`src/rtl/mips_pkg.sv`:
```
// Shared constants and types for the mips fetch front end.
// The prefetch FSM state type and the reset fetch address live here.
package mips_pkg;

    localparam logic [31:0] PC_INIT_DEFAULT = 32'h8002_0000;

    typedef enum logic {RUN, DRAIN} pf_state_t;

    function automatic logic [31:0] word_align(input logic [31:0] addr);
        return addr & ~32'h0000_0003;
    endfunction

endpackage

```
`src/rtl/sync_fifo.sv`:
```
// Synchronous FIFO with flush and an occupancy count.
// The head output is forced to zero when the FIFO is empty.
module sync_fifo #(
    parameter int unsigned WIDTH = 64,
    parameter int unsigned DEPTH = 4
) (
    input  logic                       clk,
    input  logic                       reset,
    input  logic                       i_push,
    input  logic [WIDTH-1:0]           i_data,
    input  logic                       i_pop,
    input  logic                       i_flush,
    output logic [$clog2(DEPTH+1)-1:0] o_count,
    output logic                       o_valid,
    output logic [WIDTH-1:0]           o_head
);

    localparam int unsigned CW = $clog2(DEPTH + 1);
    localparam int unsigned AW = (DEPTH > 1) ? $clog2(DEPTH) : 1;

    logic [WIDTH-1:0] r_mem [DEPTH];
    logic [AW-1:0]    r_wptr;
    logic [AW-1:0]    r_rptr;
    logic [CW-1:0]    r_count;

    logic w_do_pop;
    logic w_do_push;

    assign w_do_pop  = i_pop && (r_count != '0);
    // A full FIFO still accepts a push when the head leaves in the same cycle.
    assign w_do_push = i_push && ((r_count != CW'(DEPTH)) || w_do_pop);

    always_ff @(posedge clk) begin
        if (w_do_push && !i_flush) begin
            r_mem[r_wptr] <= i_data;
        end
    end

    always_ff @(posedge clk) begin
        if (reset || i_flush) begin
            r_wptr  <= '0;
            r_rptr  <= '0;
            r_count <= '0;
        end else begin
            if (w_do_push) begin
                r_wptr <= r_wptr + AW'(1);
            end
            if (w_do_pop) begin
                r_rptr <= r_rptr + AW'(1);
            end
            r_count <= r_count + CW'(w_do_push) - CW'(w_do_pop);
        end
    end

    assign o_count = r_count;
    assign o_valid = (r_count != '0);
    assign o_head  = o_valid ? r_mem[r_rptr] : '0;

endmodule

```
`src/rtl/instr_prefetch_buffer.sv`:
```
// Sequential instruction prefetcher feeding the mips fetch stage.
// Issues in-order word reads, buffers returned words, and discards responses made stale by redirects.
module instr_prefetch_buffer
    import mips_pkg::*;
#(
    parameter int unsigned DEPTH   = 4,
    parameter logic [31:0] PC_INIT = PC_INIT_DEFAULT
) (
    input  logic        clk,
    input  logic        reset,
    input  logic        redirect,
    input  logic [31:0] redirect_pc,
    output logic        out_valid,
    input  logic        out_ready,
    output logic [31:0] out_instr,
    output logic [31:0] out_pc,
    output logic        mem_req,
    output logic [31:0] mem_addr,
    input  logic        mem_gnt,
    input  logic        mem_rvalid,
    input  logic [31:0] mem_rdata
);

    localparam int unsigned CW = $clog2(DEPTH + 1);

    pf_state_t   r_state;
    logic [31:0] r_fetch_pc;
    logic [31:0] r_ret_pc;
    logic [CW-1:0] r_live;
    logic [CW-1:0] r_drop;

    logic [CW-1:0] w_count;
    logic [CW:0]   w_inflight;
    logic          w_credit_ok;
    logic          w_grant;
    logic          w_drop_rsp;
    logic          w_keep_rsp;
    logic          w_any_rsp;
    logic          w_push;
    logic [CW-1:0] w_drop_after;
    logic [63:0]   w_head;

    assign w_inflight  = {1'b0, w_count} + {1'b0, r_live};
    assign w_credit_ok = w_inflight < (CW + 1)'(DEPTH);

    assign mem_req  = !reset && (r_state == RUN) && w_credit_ok && !redirect;
    assign mem_addr = r_fetch_pc;
    assign w_grant  = mem_req && mem_gnt;

    // Stale responses are consumed first; a response with nothing outstanding is ignored.
    assign w_drop_rsp   = mem_rvalid && (r_drop != '0);
    assign w_keep_rsp   = mem_rvalid && (r_drop == '0) && (r_live != '0);
    assign w_any_rsp    = w_drop_rsp || w_keep_rsp;
    assign w_push       = w_keep_rsp && !redirect;
    assign w_drop_after = r_drop + r_live - CW'(w_any_rsp);

    always_ff @(posedge clk) begin
        if (reset) begin
            r_state    <= RUN;
            r_fetch_pc <= PC_INIT;
            r_ret_pc   <= PC_INIT;
            r_live     <= '0;
            r_drop     <= '0;
        end else if (redirect) begin
            r_fetch_pc <= word_align(redirect_pc);
            r_ret_pc   <= word_align(redirect_pc);
            r_live     <= '0;
            r_drop     <= w_drop_after;
            r_state    <= (w_drop_after == '0) ? RUN : DRAIN;
        end else begin
            if (w_grant) begin
                r_fetch_pc <= r_fetch_pc + 32'd4;
            end
            if (w_keep_rsp) begin
                r_ret_pc <= r_ret_pc + 32'd4;
            end
            r_live <= r_live + CW'(w_grant) - CW'(w_keep_rsp);
            if (w_drop_rsp) begin
                r_drop <= r_drop - CW'(1);
            end
            // Leave DRAIN as the last stale response retires so fetch restarts next cycle.
            if ((r_state == DRAIN) &&
                ((r_drop == '0) || (w_drop_rsp && (r_drop == CW'(1))))) begin
                r_state <= RUN;
            end
        end
    end

    sync_fifo #(
        .WIDTH (64),
        .DEPTH (DEPTH)
    ) u_fifo (
        .clk     (clk),
        .reset   (reset),
        .i_push  (w_push),
        .i_data  ({r_ret_pc, mem_rdata}),
        .i_pop   (out_ready),
        .i_flush (redirect),
        .o_count (w_count),
        .o_valid (out_valid),
        .o_head  (w_head)
    );

    assign out_pc    = w_head[63:32];
    assign out_instr = w_head[31:0];

endmodule

```
`config.mk`:
```
export PLATFORM = sky130hd
export DESIGN_NAME = instr_prefetch_buffer
export DESIGN_NICKNAME = d
export VERILOG_FILES = /design/src/rtl/mips_pkg.sv /design/src/rtl/sync_fifo.sv /design/src/rtl/instr_prefetch_buffer.sv
export SDC_FILE = /design/constraint.sdc
export NUM_CORES = 1
export LEC_CHECK = 0
export BUFFER_PORTS_ARGS = -buffer_cell sky130_fd_sc_hd__buf_4
export CORE_MARGIN = 8
export CORE_UTILIZATION = 45
export CTS_CLUSTER_DIAMETER = 200
export CTS_CLUSTER_SIZE = 16
export DETAILED_ROUTE_END_ITERATION = 6
export GPL_TIMING_DRIVEN = 0
export HOLD_SLACK_MARGIN = 0.12
export PLACE_DENSITY = 0.72
export SYNTH_ARGS = -nofsm -noshare
export SYNTH_HDL_FRONTEND = slang
export SYNTH_HIERARCHICAL = 1
export SYNTH_SLANG_ARGS = --single-unit
```
`constraint.sdc`:
```
create_clock -name clk -period 9.1 [get_ports clk]
set_input_delay 0.91 -clock clk [delete_from_list [all_inputs] [get_ports clk]]
set_output_delay 0.91 -clock clk [all_outputs]
set_load 0.005 [all_outputs]
```
; ---- After elaboration in Yosys (flattened, before gate mapping)
; Memories as Yosys holds them, arrays and structs flattened. A register that Yosys moved wholly into a read port is not among the register bits.
; Cells that the tools add are included.
[word_totals]
in_bits = 70
n_memories = 1
wordCells = 70
output_inout_bits = 98
ramBits = 256
register_bits = 78
[op_classes]
n_reduce_logical = 29
addsub = 12
magnitude_cmp = 1
eq_ne = 2
mux = 14
bitwise_logic = 1
[memory_table]
columns = memory, words, width, rd, rd_clocked_by_memory_dff, write_ports, line
row1 = u_fifo.r_mem, 4, 64, 1, 1, 1, sync_fifo.sv:21  ; logic [WIDTH-1:0] r_mem [DEPTH];
[op_table]
columns = cell, count
row1 = $mux 32, 4
row2 = $add 32x3->32 const B, 2
row3 = $mux 64, 1
row4 = $logic_and 1x1->1, 13
row5 = $reduce_bool 3->1, 3
row6 = $sub 3x1->3, 3
row7 = $reduce_bool 2->1, 4
row8 = $add 3x1->3, 2
row9 = $logic_not 3->1, 2
row10 = $mux 3, 2
row11 = $mux 1, 5
row12 = $add 2x1->2 const B, 2
row13 = $add 3x3->4, 1
row14 = $logic_or 1x1->1, 4
row15 = $lt 4x3->1 const B, 1
row16 = $mux 2, 2
row17 = $add 3x3->3, 1
row18 = $eq 3x1->1 const B, 1
row19 = $ne 3x3->1 const B, 1
row20 = $sub 3x1->3 const B, 1
row21 = $logic_not 1->1, 2
row22 = $reduce_or 2->1, 1
row23 = $not 1->1, 1

; ---- Longest topological paths before layout
[depth]
word_depth = 8
depth_mapped = 14
mapped_depth_nobuf = 14

; ---- Modules after synthesis
; The synthesis kept the hierarchy.
[modules_own_cells]
columns = module, n_inst, seq_area_each_um2, cells_each, area_per_inst_um2
row1 = sync_fifo, 1, 7867.5, 454, 10183.5
row2 = instr_prefetch_buffer, 1, 1341.3, 464, 3997.6

; ---- Worst setup path before layout
; No wires, ideal clock.
[synth_timing]
path_type = input-to-reg
from = in redirect
to = mem u_fifo.r_mem[0][0], enable pin
setup_time_ps = 578
slack_ps = 2146
arrival_time_ps = 6376
n_path_buf = 2
cell_stages = 5
t_required_ps = 8522
path_cell_list = buf_1 > buf_1 > nor2_1 > o41ai_4 > nor3b_1
[synth_via]
elab_chain_len = 6
[synth_rtl]
columns = item, line
row1 = "start, declared", instr_prefetch_buffer.sv:11  ; input logic redirect,
row2 = $logic_not 1->1, instr_prefetch_buffer.sv:54  ; assign w_push = w_keep_rsp && !redirect;
row3 = $logic_and 1x1->1, instr_prefetch_buffer.sv:54
row4 = via w_push, instr_prefetch_buffer.sv:39  ; logic w_push;
row5 = $logic_and 1x1->1, sync_fifo.sv:31  ; assign w_do_push = i_push && ((r_count != CW'(DEPTH)) || w_do_pop);
row6 = $logic_and 1x1->1, sync_fifo.sv:34  ; if (w_do_push && !i_flush) begin
row7 = $mux 1, sync_fifo.sv:34
row8 = $mux 1 (not written as such), sync_fifo.sv:35  ; r_mem[r_wptr] <= i_data;
row9 = "end, declared", sync_fifo.sv:21
; The timed path passes the listed nets, and every way through them passes these cells.

; ---- Final worst setup path
[layout_timing]
from = reg r_live[2]
to = reg r_live[2]
[layout_via]
elab_chain_len = 7
elab_cells_between_ends = 9
cone_classes = 3 x add/sub / 1 x order compare / 5 x reduce/logical
[layout_rtl]
columns = item, line
row1 = "start, declared", instr_prefetch_buffer.sv:29  ; logic [CW-1:0] r_live;
row2 = "start signal, assigned", instr_prefetch_buffer.sv:77  ; r_live <= r_live + CW'(w_grant) - CW'(w_keep_rsp);
row3 = $add 3x3->4, instr_prefetch_buffer.sv:43  ; assign w_inflight = {1'b0, w_count} + {1'b0, r_live};
row4 = $lt 4x3->1, instr_prefetch_buffer.sv:44  ; assign w_credit_ok = w_inflight < (CW + 1)'(DEPTH);
row5 = $logic_and 1x1->1 (2 in a row), instr_prefetch_buffer.sv:46  ; assign mem_req = !reset && (r_state == RUN) && w_credit_ok && !redirect;
row6 = $logic_and 1x1->1, instr_prefetch_buffer.sv:48  ; assign w_grant = mem_req && mem_gnt;
row7 = $add 3x1->3, instr_prefetch_buffer.sv:77
row8 = $sub 3x1->3 (*), instr_prefetch_buffer.sv:77
; Mark *: on every way between the ends. The rest lies on a longest branch, timed or not.
; A chain may end at the register's enable or synchronous reset.

==> flow_summary.yaml <==
clock_network:
  cts_tree: "yes"
  cts_buffers: 24
  cts_resized: 0
  clock_latency_ps: 520
  cts_buffer_depth: 3
  cts_post_setup_buffers_inserted: 0
  htree_levels: 1
  cts_hold_buf: 0
  root_buffer: "clkbuf_16"
  clk_pin_slew_ps: 70
  numClockSinks: 332
pwr:
  finalPower_w: 0.002888
  p_per_area_nw_per_um2: 170.0
  p_leak_nw: 6.007
  ir_drop_v: 0.0001292
logic_synthesis:
  ys_warn_count: 6
  ys_ff_latch: 332
  netlist.area_leader.share_pct: 54.21
  syn_area_um2: 14180
  synth_top_area_cell: "edfxtp_1"
  synthCells: 918
  synth-edff-count: 256
  synth_ff_type: "edfxtp_1"
  ys_seq_area_share_pct: 64.94
  synth_cell_type_count: 74
  yosys-top-cells-area: "edfxtp_1 54%, dfxtp_1 11%, mux4_2 10%, and2_1 3.2%, ha_1 1.6%"
  syn_area_per_cell_um2: 15.45
  synthArstFlopShare_pct: 0
routing:
  ant_nets: 0
  drc: 0
  wl_per_cell_um: 20.65
  num_vias: 8464
  first_iter_violations: 491
  routed_wl_mm: 32.26
  vias_per_cell: 5.419
  firstDrtPassIters: 5
critical_path:
  startpoint_type: "flip-flop"
  critPathMostFrequentCell: "ha_1"
  critPathCaptureType: "flip-flop"
  worstPathCellList: "ha_1, nor4_1, and4_1, buf_4, inv_2, clkbuf_1, ha_1, inv_1, ha_1, fa_1, xnor2_1, xnor2_1, nor2_1"
  arrival_ps: 3840
  critPathTopFamily: "adder cells"
  required_ps: 9520
  cp_slowest_cell: "dfxtp_1"
  crit_fanout: 10
  path_buf_inv: 4
  path_class: "flip-flop to flip-flop"
  cpPeakStageDelay_ps: 430
run:
  timing.max_cap.violations: 0
sta:
  fmax_mhz: 292.4
  rsz0062_at_grt: "false"
  finalClockSkew_ps: 12.12
  hold_viol: 0
  finalSetupTns_ps: 0
  post-route-period-util_pct: 37.58
  setup_viol: 0
  drv_slew: 0
  worst_pin_slew_ps: 895.3
  min_period_ps: 3420
  slew_headroom_pct: 39.86
final_layout:
  nFillCells: 2559
  multi_input_area_um2: 4602
  syn_to_final_growth_pct: 19.79
  diodes: 0
  layout-drive-gt1-share_pct: 28.97
  nets: 1234
  regArea_um2: 9209
  utilization_pct: 54.25
floorplanning:
  boundaryPins: 168
  dieArea_um2: 37450
  die_w_um: 193.5
  start_util_pct: 45.29
  die_h_um: 193.5
  core_area_um2: 31310
  num_rows: 65
grt:
  gr-usage-all-layers_pct: 16.94
  grt_antenna_before_repair: 0
  grt_max_degree: 18
  grt_pass1_vias: 8888
  grt_overflow: 0
  grt_pass1_wl_mm: 50.79
placed_design:
  portBuffers: 163
  place_congestion: 0.8837
  dp_hpwl_mm: 23.98
outcome:
  status: "finished, final reports clean"
hold_path:
  hold_path.class: "flip-flop to flip-flop"
kinds of logic (layout without fill, tap and decap cells):
family / count (synthesis) / count (layout) / share of synthesized area (%)
fa+ha+maj: 21 / 21 / 2.012
flops: 332 / 332 / 64.94
compound gates: 104 / 104 / 5.214
simple gates: 266 / 266 / 11.36
xor+xnor: 43 / 43 / 2.656
other cells: 1 / 10 / 0.02644
buf+inv: 78 / 311 / 2.991
mux: 73 / 73 / 10.81
state kept, by name (all words and copies together), names as in the netlist, 2 cells and up, named ones only:
name            flops
u_fifo/o_count      3
u_fifo/r_mem      256
r_live              3
mem_addr           30
u_fifo/r_rptr       2
u_fifo/r_wptr       2
r_ret_pc           30
r_drop              3
tightest hold or removal path: stages, from the launching register on:
cell and delay [ps]:
dfxtp_1 340, nand2_1 60, mux2i_1 60
layout make-up:
cell class / count / area share, %
sequential: 332 / 54.21
multi-input combinational: 517 / 27.09
timing repair buffer: 190 / 9.037
clock buffer: 43 / 4.206
tap: 402 / 2.961
buffer: 47 / 1.812
inverter: 31 / 0.6850
cell usage in the layout, fill, tap and decap left out, types with 3 or more instances in the layout:
| cell | instances |
|---|---|
| a211oi_1 | 11 |
| a21boi_0 | 16 |
| a21oi_1 | 24 |
| a31oi_1 | 10 |
| a32oi_1 | 3 |
| and2_1 | 73 |
| and3_1 | 9 |
| and4_1 | 7 |
| buf_1 | 3 |
| buf_2 | 8 |
| buf_4 | 167 |
| buf_6 | 33 |
| clkbuf_1 | 34 |
| clkbuf_16 | 26 |
| clkbuf_8 | 3 |
| conb_1 | 10 |
| dfxtp_1 | 76 |
| edfxtp_1 | 256 |
| fa_1 | 3 |
| ha_1 | 18 |
| inv_1 | 30 |
| mux2i_1 | 8 |
| mux4_2 | 64 |
| nand2_1 | 42 |
| nand3_1 | 29 |
| nand4_1 | 18 |
| nor2_1 | 29 |
| nor3_1 | 15 |
| nor3b_2 | 4 |
| nor4_1 | 4 |
| nor4_2 | 5 |
| o211ai_1 | 8 |
| o21ai_0 | 6 |
| o21ai_1 | 3 |
| o311ai_0 | 4 |
| o31a_1 | 4 |
| or3_1 | 8 |
| xnor2_1 | 25 |
| xor2_1 | 18 |
stage by stage:
step | hold WS, ps | worst slack, ps | area (um^2) | std cells
2_1_floorplan | 462.1 | 2146 | 14210 | 927
3_3_place_gp | 484.4 | -1908 | 15940 | 1492
3_5_place_dp | 494.5 | 5260 | 16270 | 1519
4_1_cts | 505.6 | 5682 | 16990 | 1562
5_1_grt | 546.0 | 5604 | 16990 | 1562
6_report | 505.6 | 5680 | 16990 | 1562
metal layers:
| layer | GRT usage [%] | share of wire, % | vias up |
|---|---|---|---|
| met2 | 28.94 | 49 | 254 |
| met3 | 3.176 | 5.7 | 37 |
| li1 | - | - | 3970 |
| met1 | 22.34 | 44 | 4203 |
| met4 | 3.563 | 1.6 | 0 |
| met5 | 0 | 0 | - |
report_power, final:
group / switching, W / leakage [nW] / internal, W
Sequential: 0.0000375 / 2.95 / 0.00165
Clock: 0.000480 / 0.340 / 0.000530
Combinational: 0.0000978 / 2.72 / 0.0000886
worst paths after layout:
| kind | slack (ps) | cells past startpoint | start | endpoint |
|---|---|---|---|---|
| worst max-delay path | 5680 | 13 | r_live[2]$_SDFF_PP0_ | r_live[2]$_SDFF_PP0_ |
| worst min-delay path | 510 | 2 | u_fifo/r_wptr[0]$_SDFFE_PP0P_ | u_fifo/r_wptr[0]$_SDFFE_PP0P_ |
| worst max register to register | 5680 | 13 | r_live[2]$_SDFF_PP0_ | r_live[2]$_SDFF_PP0_ |
| worst min register to register | 510 | 2 | u_fifo/r_wptr[0]$_SDFFE_PP0P_ | u_fifo/r_wptr[0]$_SDFFE_PP0P_ |
cells in the mapped netlist, types with 3 or more instances:
| library cell | instances |
|---|---|
| a211oi_1 | 11 |
| a21boi_0 | 16 |
| a21oi_1 | 24 |
| a31oi_1 | 10 |
| a32oi_1 | 3 |
| and2_1 | 73 |
| and3_1 | 9 |
| and4_1 | 7 |
| buf_1 | 3 |
| buf_2 | 8 |
| buf_4 | 4 |
| buf_6 | 8 |
| clkbuf_1 | 17 |
| clkbuf_8 | 3 |
| dfxtp_1 | 76 |
| edfxtp_1 | 256 |
| fa_1 | 3 |
| ha_1 | 18 |
| inv_1 | 30 |
| mux2i_1 | 8 |
| mux4_2 | 64 |
| nand2_1 | 42 |
| nand3_1 | 29 |
| nand4_1 | 18 |
| nor2_1 | 29 |
| nor3_1 | 15 |
| nor3b_1 | 4 |
| nor4_1 | 4 |
| nor4_2 | 5 |
| o211ai_1 | 8 |
| o21ai_0 | 6 |
| o21ai_1 | 3 |
| o311ai_0 | 4 |
| o31a_1 | 4 |
| or3_1 | 8 |
| xnor2_1 | 25 |
| xor2_1 | 18 |
No activity file was read; power rests on OpenSTA's default activity.
